File: config.mk
export PLATFORM = sky130hd
export DESIGN_NAME = bpsk_carrier_nco
export DESIGN_NICKNAME = d
export VERILOG_FILES = /design/src/rtl/bpsk_carrier_nco.sv
export SDC_FILE = /design/constraint.sdc
export NUM_CORES = 1
export LEC_CHECK = 0
export ABC_AREA = 1
export CAP_MARGIN = 30
export CORE_ASPECT_RATIO = 1.2
export CORE_UTILIZATION = 55
export CTS_CLUSTER_SIZE = 28
export DETAILED_ROUTE_END_ITERATION = 7
export PLACE_DENSITY = 0.8
export SYNTH_ARGS = -nofsm -noshare
export SYNTH_HDL_FRONTEND = slang
export SYNTH_SLANG_ARGS = --single-unit
File: constraint.sdc
create_clock -name clk -period 10.7 [get_ports clk]
set_input_delay 1.07 -clock clk [delete_from_list [all_inputs] [get_ports clk]]
set_output_delay 1.07 -clock clk [all_outputs]
set_load 0.005 [all_outputs]
File: src/rtl/bpsk_carrier_nco.sv
// BPSK carrier NCO: a sine-LUT carrier whose polarity carries one bit per PERIODS_PER_SYMBOL periods.
// Define BPSK_DIFF_ENCODE_EN to differentially encode the polarity (pol = pol_prev ^ bit_data).
`ifndef CARRIER_SAMPLES_PER_PERIOD
`define CARRIER_SAMPLES_PER_PERIOD 16
`endif

module bpsk_carrier_nco #(
    parameter int N_SAMPLES          = `CARRIER_SAMPLES_PER_PERIOD,
    parameter int PERIODS_PER_SYMBOL = 4,
    parameter int SAMPLE_WIDTH       = 16
) (
    input  logic                           clk,
    input  logic                           rst_n,
    input  logic [$clog2(N_SAMPLES)-1:0]   phase_in_step,
    input  logic                           phase_load,
    input  logic                           bit_data,
    input  logic                           bit_valid,
    output logic                           bit_ready,
    output logic signed [SAMPLE_WIDTH-1:0] sample_out,
    output logic                           sample_valid,
    input  logic                           sample_ready,
    output logic                           symbol_start
);
    localparam int IW = $clog2(N_SAMPLES);
    localparam int PW = (PERIODS_PER_SYMBOL > 1) ? $clog2(PERIODS_PER_SYMBOL) : 1;
    localparam logic [IW-1:0] LAST_IDX = IW'(N_SAMPLES - 1);
    localparam logic [PW-1:0] LAST_PER = PW'(PERIODS_PER_SYMBOL - 1);

    typedef enum logic {IDLE, RUN} state_t;

    // Amplitude is 2^(W-1)-1 so that negating any entry stays in range.
    function automatic logic signed [SAMPLE_WIDTH-1:0] sin_entry(input int k);
        real amp;
        real a;
        int  r;
        amp = (2.0 ** (SAMPLE_WIDTH - 1)) - 1.0;
        a   = amp * $sin(2.0 * 3.14159265358979323846 * real'(k) / real'(N_SAMPLES));
        r   = (a >= 0.0) ? $rtoi(a + 0.5) : $rtoi(a - 0.5);
        return SAMPLE_WIDTH'(r);
    endfunction

    logic signed [SAMPLE_WIDTH-1:0] lut [N_SAMPLES];

    for (genvar gi = 0; gi < N_SAMPLES; gi++) begin : g_lut
        assign lut[gi] = sin_entry(gi);
    end

    state_t                         state_q, state_d;
    logic [IW-1:0]                  idx_q, idx_d;
    logic [PW-1:0]                  per_q, per_d;
    logic [IW-1:0]                  offset_q, offset_d;
    logic [IW-1:0]                  pending_q, pending_d;
    logic                           pol_q, pol_d;
    logic signed [SAMPLE_WIDTH-1:0] sample_q, sample_d;
    logic                           valid_q, valid_d;
    logic                           start_q, start_d;
    logic                           last_sample, bit_hs, sample_hs, load_sym;
    logic [IW-1:0]                  lut_idx;

    assign sample_out   = sample_q;
    assign sample_valid = valid_q;
    assign symbol_start = start_q;

    always_comb begin
        state_d   = state_q;
        idx_d     = idx_q;
        per_d     = per_q;
        offset_d  = offset_q;
        pol_d     = pol_q;
        pending_d = phase_load ? phase_in_step : pending_q;
        load_sym  = 1'b0;

        // A new bit is only taken when the final sample is consumed in the same cycle,
        // so a stalled last sample never loses the bit that follows it.
        last_sample = (idx_q == LAST_IDX) && (per_q == LAST_PER);
        bit_ready   = (state_q == IDLE) || (last_sample && sample_ready);
        bit_hs      = bit_valid && bit_ready;
        sample_hs   = valid_q && sample_ready;

        case (state_q)
            IDLE: begin
                if (bit_hs) begin
                    state_d  = RUN;
                    load_sym = 1'b1;
                end
            end
            RUN: begin
                if (sample_hs) begin
                    if (idx_q == LAST_IDX) begin
                        idx_d = '0;
                        per_d = (per_q == LAST_PER) ? '0 : per_q + PW'(1);
                    end else begin
                        idx_d = idx_q + IW'(1);
                    end
                    if (last_sample) begin
                        if (bit_hs) begin
                            load_sym = 1'b1;
                        end else begin
                            state_d = IDLE;
                        end
                    end
                end
            end
            default: state_d = IDLE;
        endcase

        if (load_sym) begin
            idx_d    = '0;
            per_d    = '0;
            offset_d = pending_d;
`ifdef BPSK_DIFF_ENCODE_EN
            pol_d    = pol_q ^ bit_data;
`else
            pol_d    = bit_data;
`endif
        end

        // Outputs are computed from next-state values so the registers track the counters.
        lut_idx  = idx_d + offset_d;
        valid_d  = (state_d == RUN);
        start_d  = valid_d && (idx_d == '0) && (per_d == '0);
        sample_d = '0;
        if (valid_d) begin
            sample_d = pol_d ? -lut[lut_idx] : lut[lut_idx];
        end
    end

    always_ff @(posedge clk or negedge rst_n) begin
        if (!rst_n) begin
            state_q   <= IDLE;
            idx_q     <= '0;
            per_q     <= '0;
            offset_q  <= '0;
            pending_q <= '0;
            pol_q     <= 1'b0;
            sample_q  <= '0;
            valid_q   <= 1'b0;
            start_q   <= 1'b0;
        end else begin
            state_q   <= state_d;
            idx_q     <= idx_d;
            per_q     <= per_d;
            offset_q  <= offset_d;
            pending_q <= pending_d;
            pol_q     <= pol_d;
            sample_q  <= sample_d;
            valid_q   <= valid_d;
            start_q   <= start_d;
        end
    end

endmodule

== Word level (Yosys, flattened, before mapping) ==
Memories as Yosys holds them, arrays and structs flattened.
Cells that the tools add are included.
Widths: inputs -> output; s select.
Operators by class
  add/sub/neg operators: 4
  $lt $le $gt $ge: 1
  eq/ne operators: 2
  multiplexer cells: 23
  bitwise gates (word level): 2
  reduce and logical (&&, ||, !) cells: 9
Operator list (count)
  $mux 16: 4
  $mux 4: 6
  $neg 16->16: 1
  $mux 2: 5
  $logic_and 1x1->1: 6
  $mux 1: 6
  $ge 5x5->1 const B: 1
  $not 4->5: 1
  $add 4x1->4 const B: 1
  $add 4x4->4: 1
  $eq 4x4->1 const B: 1
  $logic_not 4->1: 1
  $pmux 1 s2: 2
  $add 2x1->2 const B: 1
  $eq 2x2->1 const B: 1
  $logic_not 2->1: 1
  $logic_or 1x1->1: 1
  $not 1->1: 1
Storage, ports and cells
  bits in registers: 33
  ROM bits: 256
  bits of input ports: 10
  output and inout bits: 19
  word-level logic and storage cells: 50
  memories kept: 1
Memory list
  (name not given): words 16, width 16, rd ports 1, clocked after memory_dff 0, write ports 0, RTL line 124  | sample_d = pol_d ? -lut[lut_idx] : lut[lut_idx];

== Depth between registers and ports, before layout ==
  depth after elaboration: 18
  depth in mapped cells: 27
  gate-level depth less buffers: 26

== Least setup slack after synthesis ==
OpenSTA, ideal clock, no wires.
  path type: in2reg
  start point: input sample_ready
  end point: register sample_q[14], in the netlist sample_out[14]
  library setup time: 0.119 ns
  data arrival time: 4.121 ns
  required time: 10.581 ns
  slack: 6.460 ns
  stages on the path: 24
  buffers on the path: 1
  cell sequence: nand2_1 -> o21bai_4 -> nand2_2 -> buf_6 -> inv_1 -> nand2_1 -> nand2_1 -> ha_1 -> inv_1 -> fa_1 -> inv_1 -> ha_1 -> o21ai_0 -> nand3b_2 -> nand2_1 -> inv_1 -> ha_1 -> nand3_1 -> nor2_2 -> nand3_1 -> nand2_1 -> nand3_1 -> nand2_1 -> nor2_1
On the way
  word-level cells in the longest chain between the ends: 16
  elaborated cells on any way between the ends: 24
  those cells by class: add/sub: 2; mux: 16; bitwise: 1; reduce/logical: 4; memory: 1
Ends and longest elaborated chain
  start, declared: RTL line 21  | input logic sample_ready,
  $logic_and 1x1->1 *: RTL line 76  | bit_ready = (state_q == IDLE) || (last_sample && sample_ready);
  $logic_or 1x1->1 *: RTL line 76
  named net bit_ready: RTL line 18  | output logic bit_ready,
  $logic_and 1x1->1 *: RTL line 77  | bit_hs = bit_valid && bit_ready;
  $mux 1 *: RTL line 82, 96
  $mux 1: RTL line 95  | if (last_sample) begin
  $mux 1: RTL line 88  | if (sample_hs) begin
  $pmux 1 s2 *: RTL line 80  | case (state_q)
  (+1 left out)
  named net offset_d[0]: RTL line 51  | logic [IW-1:0] offset_q, offset_d;
  $add 4x4->4 *: RTL line 119  | lut_idx = idx_d + offset_d;
  $not 4->5 (implied by the code) *: RTL line 124
  $mem_v2 16x16 *
  $mux 16 (implied by the code) * (2 in series): RTL line 124
  $neg 16->16: RTL line 124
  $mux 16 *: RTL line 124
  $mux 16 *: RTL line 123  | if (valid_d) begin
  named net sample_d[14]: RTL line 54  | logic signed [SAMPLE_WIDTH-1:0] sample_q, sample_d;
  end signal, assigned: RTL line 146  | sample_q <= sample_d;
  end, declared: RTL line 54
Mark *: on every way through the listed nets, which the timed path passes. The rest lies on a longest branch. The select of a mux whose other input is x is not followed.

== Worst setup path in the final report ==
  start point: input sample_ready
  end point: register sample_q[14], in the netlist sample_out[14]
On the way
  word-level cells in the longest chain between the ends: 16
  elaborated cells on any way between the ends: 24
  those cells by class: add/sub: 2; mux: 16; bitwise: 1; reduce/logical: 4; memory: 1
Ends and longest elaborated chain
  $logic_and 1x1->1: RTL line 76
  $logic_or 1x1->1: RTL line 76
  $logic_and 1x1->1: RTL line 77
  $mux 1: RTL line 82, 96
  $mux 1: RTL line 95
  $mux 1: RTL line 88
  $pmux 1 s2 *: RTL line 80
  $mux 4 *: RTL line 107  | if (load_sym) begin
  named net offset_d[0]: RTL line 51
  $add 4x4->4 *: RTL line 119
  $not 4->5 (implied by the code) *: RTL line 124
  $mem_v2 16x16 *
  $mux 16 (implied by the code) * (2 in series): RTL line 124
  $neg 16->16: RTL line 124
  $mux 16 *: RTL line 124
  $mux 16 *: RTL line 123
  named net sample_d[14]: RTL line 54
Marks and branches as above.

==> results.py <==
metrics = {
    "status": {
        "outcome": "completed",
    },
    "layout": {
        "syn_to_final_growth_pct": 20.86,
        "insertedDiodeCount": 0,
        "final_cell_mix": "nand2_1 (61), inv_1 (36), dfrtp_1 (33), clkdlybuf4s50_1 (28), nor2_1 (24)",
        "fillCellCount": 318,
        "final_nets": 340,
        "drive_gt1_frac": 0.1735,
        "final_common_cell": "nand2_1",
    },
    "setup_path": {
        "path_class": "in2reg",
        "crit_arrival_ns": 5.21,
        "cp_max_fo": 11,
        "end_kind": "flip-flop",
        "cp-start-kind": "input port",
        "crit_required_ns": 10.88,
    },
    "drt": {
        "dr.pass1.iters": 4,
        "drc_errors": 0,
        "routedWlPerCell_um": 11.73,
        "postRouteAntennaNets": 0,
        "wl_um": 4329,
        "dr_total_vias": 1884,
        "initialDrtViolationCount": 56,
        "viasPerCell": 5.106,
    },
    "floorplanning": {
        "die_h_um": 71.59,
        "ios": 29,
        "rows": 24,
        "start_util": 0.5913,
        "core_sq_um": 3754,
        "dieArea_sq_um": 4295,
        "die_x_um": 59.99,
    },
    "global_routing": {
        "grt_max_degree": 34,
        "grt_pass1_wl_um": 7741,
        "grt_overflow": 0,
        "grt_pass1_vias": 1841,
        "antenna_found_initial": 0,
        "grt.total_usage": 0.2400,
    },
    "timing": {
        "slew_viol_final": 0,
        "fin_setup_tns_ns": 0,
        "skew_ns": 0.005556,
        "tightest_slew_ns": 0.4699,
        "holdWs_ns": 0.4958,
        "maxSlewHeadroom": 0.6847,
        "hold_viol": 0,
        "fmax_mhz": 198.6,
        "period_minus_slack_ns": 5.036,
        "setup_viol": 0,
        "period_share": 0.4707,
        "rsz0062_at_grt": "no",
    },
    "placement": {
        "dpl.hpwl_um": 3385,
        "gp_congestion": 0.9365,
        "numPortBuffers": 28,
    },
    "clock_network": {
        "clkTransAtPathRegs_ns": 0.07,
        "insertion_delay_ns": 0.28,
        "clockBufferDepth": 2,
        "h-tree-depth": 2,
        "numCtsBuffers": 5,
        "post_cts_resized": 0,
        "cts_root_buf": "clkbuf_8",
        "post_cts_buffers": 0,
        "ctsHoldBuffers": 0,
        "cts.sinks": 33,
        "cts_tree": "done",
    },
    "synth": {
        "synth_largest_area_cell": "dfrtp_1",
        "synth_area_leaders": "dfrtp_1 (37%), nand2_1 (10%), ha_1 (7.3%)",
        "synth.distinct_cells": 32,
        "synth_top_area_frac": 0.3720,
        "synth-seq-cells": 33,
        "syn_inst": 283,
        "synth_area_per_cell_sq_um": 7.843,
        "ys_seq_area_frac": 0.3720,
        "synth_area_sq_um": 2220,
        "yosys_warnings": 0,
        "synth_nets": 307,
    },
    "power": {
        "ir_drop_uv": 247.2,
        "leakage_nw": 1.374,
        "power_density_nw_per_um2": 377.2,
    },
    "run": {
        "drv_cap": 0,
    },
    "min_path": {
        "hold_class": "reg2reg",
    },
}
cell type report:
| cell class | count | area, sq um | area share |
|---|---|---|---|
| timing repair buffer | 29 | 287.8 | 0.1073 |
| clock inverter | 3 | 65.06 | 0.02425 |
| sequential | 33 | 825.8 | 0.3078 |
| multi-input combinational | 205 | 1212 | 0.4520 |
| inverter | 42 | 157.7 | 0.05877 |
| tap | 52 | 65.06 | 0.02425 |
| clock buffer | 5 | 68.82 | 0.02565 |
stage by stage:
| stage | utilization | instance area [sq um] | cells | worst slack, ns | total power (W) |
|---|---|---|---|---|---|
| after floorplan | - | 2220 | 283 | 6.460 | 0.0007006 |
| after global placement | 0.6790 | 2549 | 361 | 5.559 | 0.0008624 |
| after detailed placement | 0.6790 | 2549 | 361 | 5.447 | 0.0008713 |
| after CTS | 0.7147 | 2683 | 369 | 5.733 | 0.001014 |
| after global routing | 0.7147 | 2683 | 369 | 5.365 | 0.001130 |
| final | 0.7147 | 2683 | 369 | 5.664 | 0.001012 |
power by group:
part	internal (W)	total [W]	switching, W
logic	0.000255	0.000681	0.000426
clock network	0.0000925	0.000138	0.0000450
registers	0.000176	0.000193	0.0000168
worst paths after layout:
kind	startpoint	end	slack [ns]	depth (start not counted)
max	sample_ready	sample_out[14]$_DFF_PN0_	5.66	24
min	offset_q[2]$_DFF_PN0_	offset_q[2]$_DFF_PN0_	0.50	2
max reg2reg	idx_q[1]$_DFF_PN0_	sample_out[14]$_DFF_PN0_	6.35	22
min reg2reg	offset_q[2]$_DFF_PN0_	offset_q[2]$_DFF_PN0_	0.50	2
max in group asynchronous	rst_n	sample_out[4]$_DFF_PN0_	9.21	2
min in group asynchronous	rst_n	offset_q[1]$_DFF_PN0_	1.18	2
per-layer routing:
layer	wire (um)	vias up	GRT usage
li1	-	966	-
met1	2020	867	0.3032
met2	2061	41	0.3877
met3	171	10	0.05776
met4	76	0	0.1008
met5	0	-	0
sequential cells by signal (all words and copies together) (netlist names):
name,count
idx_q,4
sample_valid,1
per_q,2
symbol_start,1
pending_q,4
offset_q,4
pol_q,1
sample_out,16
synth_stat cells (all sizes together):
| cell | n |
|---|---|
| buf | 3 |
| or2 | 3 |
| mux2i | 1 |
| nand4 | 3 |
| ha | 13 |
| a21oi | 18 |
| nand3 | 31 |
| fa | 1 |
| a21o | 2 |
| nand3b | 3 |
| nor2 | 31 |
| o21bai | 1 |
| nor3 | 2 |
| o21ai | 13 |
| dfrtp | 33 |
| mux2 | 3 |
| nor4 | 1 |
| o211ai | 1 |
| nand2 | 78 |
| inv | 42 |
worst max-delay path: stages:
cell and delay, ns:
clkdlybuf4s50_1 0.51, nand2_1 0.10, o21bai_4 0.20, nand2_2 0.19, inv_1 0.24, nand2_1 0.07, nand2_1 0.09, ha_1 0.18
inv_1 0.06, fa_1 0.58, inv_1 0.15, ha_1 0.36, o21ai_0 0.22, nand3b_2 0.18, nand2_1 0.09, inv_1 0.08
ha_1 0.17, nand3_1 0.11, nor2_2 0.14, nand3_1 0.13, nand2_1 0.12, nand3_1 0.08, nand2_1 0.06, nor2_1 0.04
cell families (layout without fill, tap and decap cells):
group | after synthesis | in the layout | share of synthesized area
AO/OA/AOI/OAI | 35 | 35 | 0.08850
adder cells (fa/ha/maj) | 14 | 14 | 0.08230
buffers and inverters | 45 | 79 | 0.08173
flip-flops | 33 | 33 | 0.3720
multiplexers | 4 | 4 | 0.01973
AND/OR/NAND/NOR | 152 | 152 | 0.3557
Power figures use the tool's default switching activity.
